[src/rtl/pc_stack_pkg.sv]
// ============================================================================
// Module  : pc_stack_pkg
// Purpose : Shared definitions for the PC save/restore stack unit. Holds the
//           FSM state encoding, default stack bounds and the number of 16-bit
//           words in each stack frame.
// Revision: 1.0  initial release
// ============================================================================
`default_nettype none

package pc_stack_pkg;

  // Default stack geometry for a 20-bit word-addressed data memory
  localparam int unsigned    ADDR_W_DEFAULT   = 20;
  localparam logic [19:0]    SP_INIT_DEFAULT  = 20'hFFFFF;
  localparam logic [19:0]    SP_LIMIT_DEFAULT = 20'h00800;

  // Frame sizes in 16-bit words: CALL/RET move the PC only, INT/RTI add CCR
  localparam int unsigned    PC_WORDS  = 2;
  localparam int unsigned    INT_WORDS = 3;

  typedef enum logic [2:0] {
    ST_IDLE   = 3'd0,
    ST_PUSH_F = 3'd1,
    ST_PUSH_H = 3'd2,
    ST_PUSH_L = 3'd3,
    ST_POP_L  = 3'd4,
    ST_POP_H  = 3'd5,
    ST_POP_F  = 3'd6,
    ST_DONE   = 3'd7
  } state_e;

endpackage : pc_stack_pkg

`default_nettype wire

[src/rtl/pc_stack_unit.sv]
// ============================================================================
// Module  : pc_stack_unit
// Purpose : Saves the 32-bit return PC (and optionally the 3-bit CCR) to the
//           data-memory stack as 16-bit words on CALL/INT, and restores them
//           on RET/RTI. Owns the stack pointer; stalls the pipeline while busy.
// Ports   : clk, rst (async, active low)
//           push_req/pop_req/with_flags/pc_in/flags_in  - request side
//           mem_req/mem_we/mem_addr/mem_wdata/mem_rdata/mem_ready - memory
//           busy/done/err  - status; pc_out/flags_out - restored values
//           sp_out         - current stack pointer
// Revision: 1.0  initial release
// ============================================================================
`default_nettype none

module pc_stack_unit
  import pc_stack_pkg::*;
#(
  parameter int unsigned       ADDR_W   = ADDR_W_DEFAULT,
  parameter logic [ADDR_W-1:0] SP_INIT  = ADDR_W'(SP_INIT_DEFAULT),
  parameter logic [ADDR_W-1:0] SP_LIMIT = ADDR_W'(SP_LIMIT_DEFAULT)
) (
  input  logic              clk,
  input  logic              rst,
  input  logic              push_req,
  input  logic              pop_req,
  input  logic              with_flags,
  input  logic [31:0]       pc_in,
  input  logic [2:0]        flags_in,
  output logic              mem_req,
  output logic              mem_we,
  output logic [ADDR_W-1:0] mem_addr,
  output logic [15:0]       mem_wdata,
  input  logic [15:0]       mem_rdata,
  input  logic              mem_ready,
  output logic              busy,
  output logic              done,
  output logic              err,
  output logic [31:0]       pc_out,
  output logic [2:0]        flags_out,
  output logic [ADDR_W-1:0] sp_out
);

  // Frame sizes widened by one bit so bound checks cannot wrap
  localparam logic [ADDR_W:0] N_PC  = (ADDR_W+1)'(PC_WORDS);
  localparam logic [ADDR_W:0] N_INT = (ADDR_W+1)'(INT_WORDS);
  localparam logic [ADDR_W-1:0] ONE = ADDR_W'(1);

  state_e              state_q, state_d;
  logic [ADDR_W-1:0]   sp_q, sp_d;
  logic                wf_q, wf_d;           // frame includes CCR word
  logic [31:0]         pc_sv_q, pc_sv_d;     // PC captured for push
  logic [2:0]          fl_sv_q, fl_sv_d;     // CCR captured for push
  logic [31:0]         pc_out_q, pc_out_d;
  logic [2:0]          fl_out_q, fl_out_d;
  logic                err_q, err_d;

  logic [ADDR_W:0]     w_n;
  logic                w_push_ovf;
  logic                w_pop_unf;

  // Bound checks in ADDR_W+1 bits:
  //   overflow  : SP - n + 1 < SP_LIMIT  rewritten as  SP + 1 < SP_LIMIT + n
  //   underflow : SP + n > SP_INIT
  always_comb begin
    w_n        = with_flags ? N_INT : N_PC;
    w_push_ovf = ({1'b0, sp_q} + {{ADDR_W{1'b0}}, 1'b1}) < ({1'b0, SP_LIMIT} + w_n);
    w_pop_unf  = ({1'b0, sp_q} + w_n) > {1'b0, SP_INIT};
  end

  // Next-state logic; mem_ready only matters in access states where
  // mem_req is asserted, so it directly qualifies completion there.
  always_comb begin
    state_d  = state_q;
    sp_d     = sp_q;
    wf_d     = wf_q;
    pc_sv_d  = pc_sv_q;
    fl_sv_d  = fl_sv_q;
    pc_out_d = pc_out_q;
    fl_out_d = fl_out_q;
    err_d    = 1'b0;

    case (state_q)
      ST_IDLE: begin
        if (push_req) begin
          if (w_push_ovf) begin
            err_d = 1'b1;
          end else begin
            wf_d    = with_flags;
            pc_sv_d = pc_in;
            fl_sv_d = flags_in;
            state_d = with_flags ? ST_PUSH_F : ST_PUSH_H;
          end
        end else if (pop_req) begin
          if (w_pop_unf) begin
            err_d = 1'b1;
          end else begin
            wf_d    = with_flags;
            state_d = ST_POP_L;
          end
        end
      end
      ST_PUSH_F: if (mem_ready) begin
        sp_d    = sp_q - ONE;
        state_d = ST_PUSH_H;
      end
      ST_PUSH_H: if (mem_ready) begin
        sp_d    = sp_q - ONE;
        state_d = ST_PUSH_L;
      end
      ST_PUSH_L: if (mem_ready) begin
        sp_d    = sp_q - ONE;
        state_d = ST_DONE;
      end
      ST_POP_L: if (mem_ready) begin
        sp_d            = sp_q + ONE;
        pc_out_d[15:0]  = mem_rdata;
        state_d         = ST_POP_H;
      end
      ST_POP_H: if (mem_ready) begin
        sp_d            = sp_q + ONE;
        pc_out_d[31:16] = mem_rdata;
        state_d         = wf_q ? ST_POP_F : ST_DONE;
      end
      ST_POP_F: if (mem_ready) begin
        sp_d     = sp_q + ONE;
        fl_out_d = mem_rdata[2:0];
        state_d  = ST_DONE;
      end
      ST_DONE: state_d = ST_IDLE;
      default: state_d = ST_IDLE;
    endcase
  end

  // FSM state and stack pointer share one register process
  always_ff @(posedge clk or negedge rst) begin
    if (!rst) begin
      state_q  <= ST_IDLE;
      sp_q     <= SP_INIT;
      wf_q     <= 1'b0;
      pc_sv_q  <= 32'h0;
      fl_sv_q  <= 3'h0;
      pc_out_q <= 32'h0;
      fl_out_q <= 3'h0;
      err_q    <= 1'b0;
    end else begin
      state_q  <= state_d;
      sp_q     <= sp_d;
      wf_q     <= wf_d;
      pc_sv_q  <= pc_sv_d;
      fl_sv_q  <= fl_sv_d;
      pc_out_q <= pc_out_d;
      fl_out_q <= fl_out_d;
      err_q    <= err_d;
    end
  end

  // Address/data mux. Pushes write at SP; pops read one above SP because
  // the registered SP only advances once each read completes.
  always_comb begin
    mem_req   = 1'b0;
    mem_we    = 1'b0;
    mem_addr  = '0;
    mem_wdata = 16'h0;
    case (state_q)
      ST_PUSH_F: begin
        mem_req   = 1'b1;
        mem_we    = 1'b1;
        mem_addr  = sp_q;
        mem_wdata = {13'b0, fl_sv_q};
      end
      ST_PUSH_H: begin
        mem_req   = 1'b1;
        mem_we    = 1'b1;
        mem_addr  = sp_q;
        mem_wdata = pc_sv_q[31:16];
      end
      ST_PUSH_L: begin
        mem_req   = 1'b1;
        mem_we    = 1'b1;
        mem_addr  = sp_q;
        mem_wdata = pc_sv_q[15:0];
      end
      ST_POP_L, ST_POP_H, ST_POP_F: begin
        mem_req  = 1'b1;
        mem_addr = sp_q + ONE;
      end
      default: begin
        mem_req = 1'b0;
      end
    endcase
  end

  assign busy      = (state_q != ST_IDLE);
  assign done      = (state_q == ST_DONE);
  assign err       = err_q;
  assign pc_out    = pc_out_q;
  assign flags_out = fl_out_q;
  assign sp_out    = sp_q;

endmodule : pc_stack_unit

`default_nettype wire

[config.mk]
export PLATFORM = sky130hd
export DESIGN_NAME = pc_stack_unit
export DESIGN_NICKNAME = d
export VERILOG_FILES = /design/src/rtl/pc_stack_pkg.sv /design/src/rtl/pc_stack_unit.sv
export SDC_FILE = /design/constraint.sdc
export NUM_CORES = 1
export LEC_CHECK = 0
export ABC_AREA = 1
export CORE_MARGIN = 2
export CORE_UTILIZATION = 25
export CTS_CLUSTER_DIAMETER = 100
export DETAILED_ROUTE_END_ITERATION = 8
export DONT_BUFFER_PORTS = 1
export PLACE_DENSITY = 0.38
export SLEW_MARGIN = 0
export SYNTH_ARGS = -nofsm -noshare
export SYNTH_HDL_FRONTEND = slang
export SYNTH_SLANG_ARGS = --single-unit
[constraint.sdc]
create_clock -name clk -period 4.96 [get_ports clk]
set_clock_uncertainty 0.2 [all_clocks]
set_input_delay 0.992 -clock clk [delete_from_list [all_inputs] [get_ports clk]]
set_output_delay 0.992 -clock clk [all_outputs]
set_load 0.1 [all_outputs]
==> qor.yml <==
dp_hpwl_um: 11500
outcome: "finished clean"
cts_buffers: 9
ios: 153
cp_slowest_stage_delay_ps: 940
area.growth.synth_to_final_pct: 14.3
syn_nets: 785
worst_skew_pair.late_latency_ps: 340
overflow: 0
multiInputGateArea_um2: 2530
ys_ff_latch: 95
syn_inst: 724
endpoint: "mem_addr[19]"
track_usage_pct: 14.4
rsz0062_at_grt: "no"
cts_tree: "done"
syn_area_um2: 5370
ys_types: 36
drive_above_1_share_pct: 15.2
period_share_pct: 82.7
reg2reg_setup_slack_ps: 1370
die-area_um2: 22700
first_global_vias: 4792
synth-edff-count: 0
antenna_found_initial: 0
final_core_util_pct: 29.2
core_area_um2: 21000
worstSetupStartpointType: "flop"
crit_start: "sp_out[0]"
clock-root-buffer: "clkbuf_16"
viasPerCell: 4.66
max_freq_mhz: 244
cts_sinks: 95
postCtsResizedCells: 0
worst_pin_slew_ps: 1150
rr_worst_depth: 10
nFillCells: 2311
nNetsFinal: 793
port_buffers: 0
worst_path_most_repeated_cell: "nor2_1"
worstPathRequired_ps: 3770
die_y_um: 151
stdcell_count: 1012
drtPass1Iterations: 4
finalMaxSlewViolations: 0
crit_chain: "inv_1 > nor2_1 > nand3_1 > nor2_1 > xor2_1 > nand2_1 > o21ai_2 > buf_4"
cpMaxStageDelayCell: "dfstp_2"
drc: 0
h-tree-depth: 3
vias: 4713
avgSynthCellArea_um2: 7.42
yosysSeqAreaShare_pct: 44.7
finalHoldViolCount: 0
hp-class: "in2async"
seqCellArea_um2: 2400
wl_um: 15900
crit_fanout: 7
grt_max_degree: 96
grt_first_pass_wirelength_um: 25500
globalplace.congestion: 0.866
ys_warn_count: 0
reg2reg_from: "sp_out[0]"
placed_cells: 996
setup_violations: 0
clk_pin_slew_ps: 80
r2r_end: "pc_sv_q[18]"
async_flop_share_pct: 100
period_needed_ps: 4100
drt_iter0_markers: 204
post-cts-setup-buffer-count: 0
relSlewSlack_pct: 23.3
rows: 53
ctsLongestPathBuffers: 2
diodes: 0
ant_nets: 0
post_drt_wl_per_cell_um: 15.7
hold_buffers: 0
cap_violations: 0
critical_path.endpoint_type: "output pin"
synth_flop_cell: "dfrtp_1"
cp.arrival_ps: 2910
worst-setup-path-type: "reg2out"
die_width_um: 151
start_util_pct: 25.5
==> critical path, delay by kind of cell, from the launching register on <==
kind	cells	cell delay, ps
buffers and inverters	2	510
and+or+nand+nor	4	790
DFF	1	940
AOI/OAI and AO/OA	1	110
xor gates and xnor gates	1	210
==> kinds of logic after synthesis <==
kind of cell	share of synthesized area (%)
xor+xnor	1.63
flops	44.7
buf+inv	9.65
compound gates	17.3
simple gates	25.7
fa+ha+maj	0.932
==> cell usage in the layout, fill, tap and decap left out, types with 20 or more instances in the layout <==
cell type,count
nor2_1,53
dfstp_2,20
o21ai_0,62
inv_1,95
o21ai_1,24
nand2_1,211
buf_4,27
o21ai_2,33
nand3_1,41
dfrtp_1,75
==> final cells by class <==
class	instances	share of cell area, %
inverter	96	5.87
clock inverter	6	0.938
clock buffer	10	3.89
timing repair buffer	27	3.30
sequential	95	39.1
tap	275	5.61
multi-input combinational	503	41.3
==> cell usage after synthesis (all sizes together) (2+ instances only) <==
library cell	n	share of area [%]
nand2	214	15
xor2	10	1.6
nor3	5	0.47
nand4	8	0.93
dfstp	20	9.8
o31ai	2	0.28
nand3	44	4.5
a22o	14	2.3
o21ai	119	12
buf	15	1.9
o22ai	2	0.23
dfrtp	75	35
clkbuf	15	1.0
a31oi	2	0.23
nor2	61	4.7
inv	96	6.7
a21oi	9	0.84
ha	4	0.93
a22oi	3	0.42
==> flip-flops by register name (all words and copies together), names as in the netlist <==
| name | cells |
|---|---|
| state_q | 3 |
| pc_sv_q | 32 |
| fl_sv_q | 3 |
| flags_out | 3 |
| wf_q | 1 |
| err | 1 |
| sp_out | 20 |
| pc_out | 32 |
==> worst min path at each step <==
stage	depth (start not counted)	slack, ps	end
3_5_place_dp	2	270	wf_q
2_1_floorplan	2	240	wf_q
3_3_place_gp	2	260	pc_sv_q[13]
6_report	0	140	state_q[0]
4_1_cts	0	120	pc_sv_q[13]
5_1_grt	0	110	pc_sv_q[26]
==> stage by stage <==
step,setup WS (ps),setup TNS (ps),instance area [µm²],hold slack [ps]
3_5_place_dp,1210,0,5840,268
2_1_floorplan,-731,-11700,5370,237
5_1_grt,562,0,6140,110
6_report,860,0,6140,137
4_1_cts,814,0,6140,118
3_3_place_gp,1240,0,5840,265
==> metal layers <==
metal	routed length [µm]	global-route usage, %	up-vias
met5	0	0	-
met3	1200	5.12	23
met1	6600	17.0	2209
met2	7800	24.5	134
met4	331	4.39	0
li1	-	-	2347
Power is left out: the tool's default activity adds up to more than one toggle a clock period on the data nets, which glitch-free logic cannot reach.
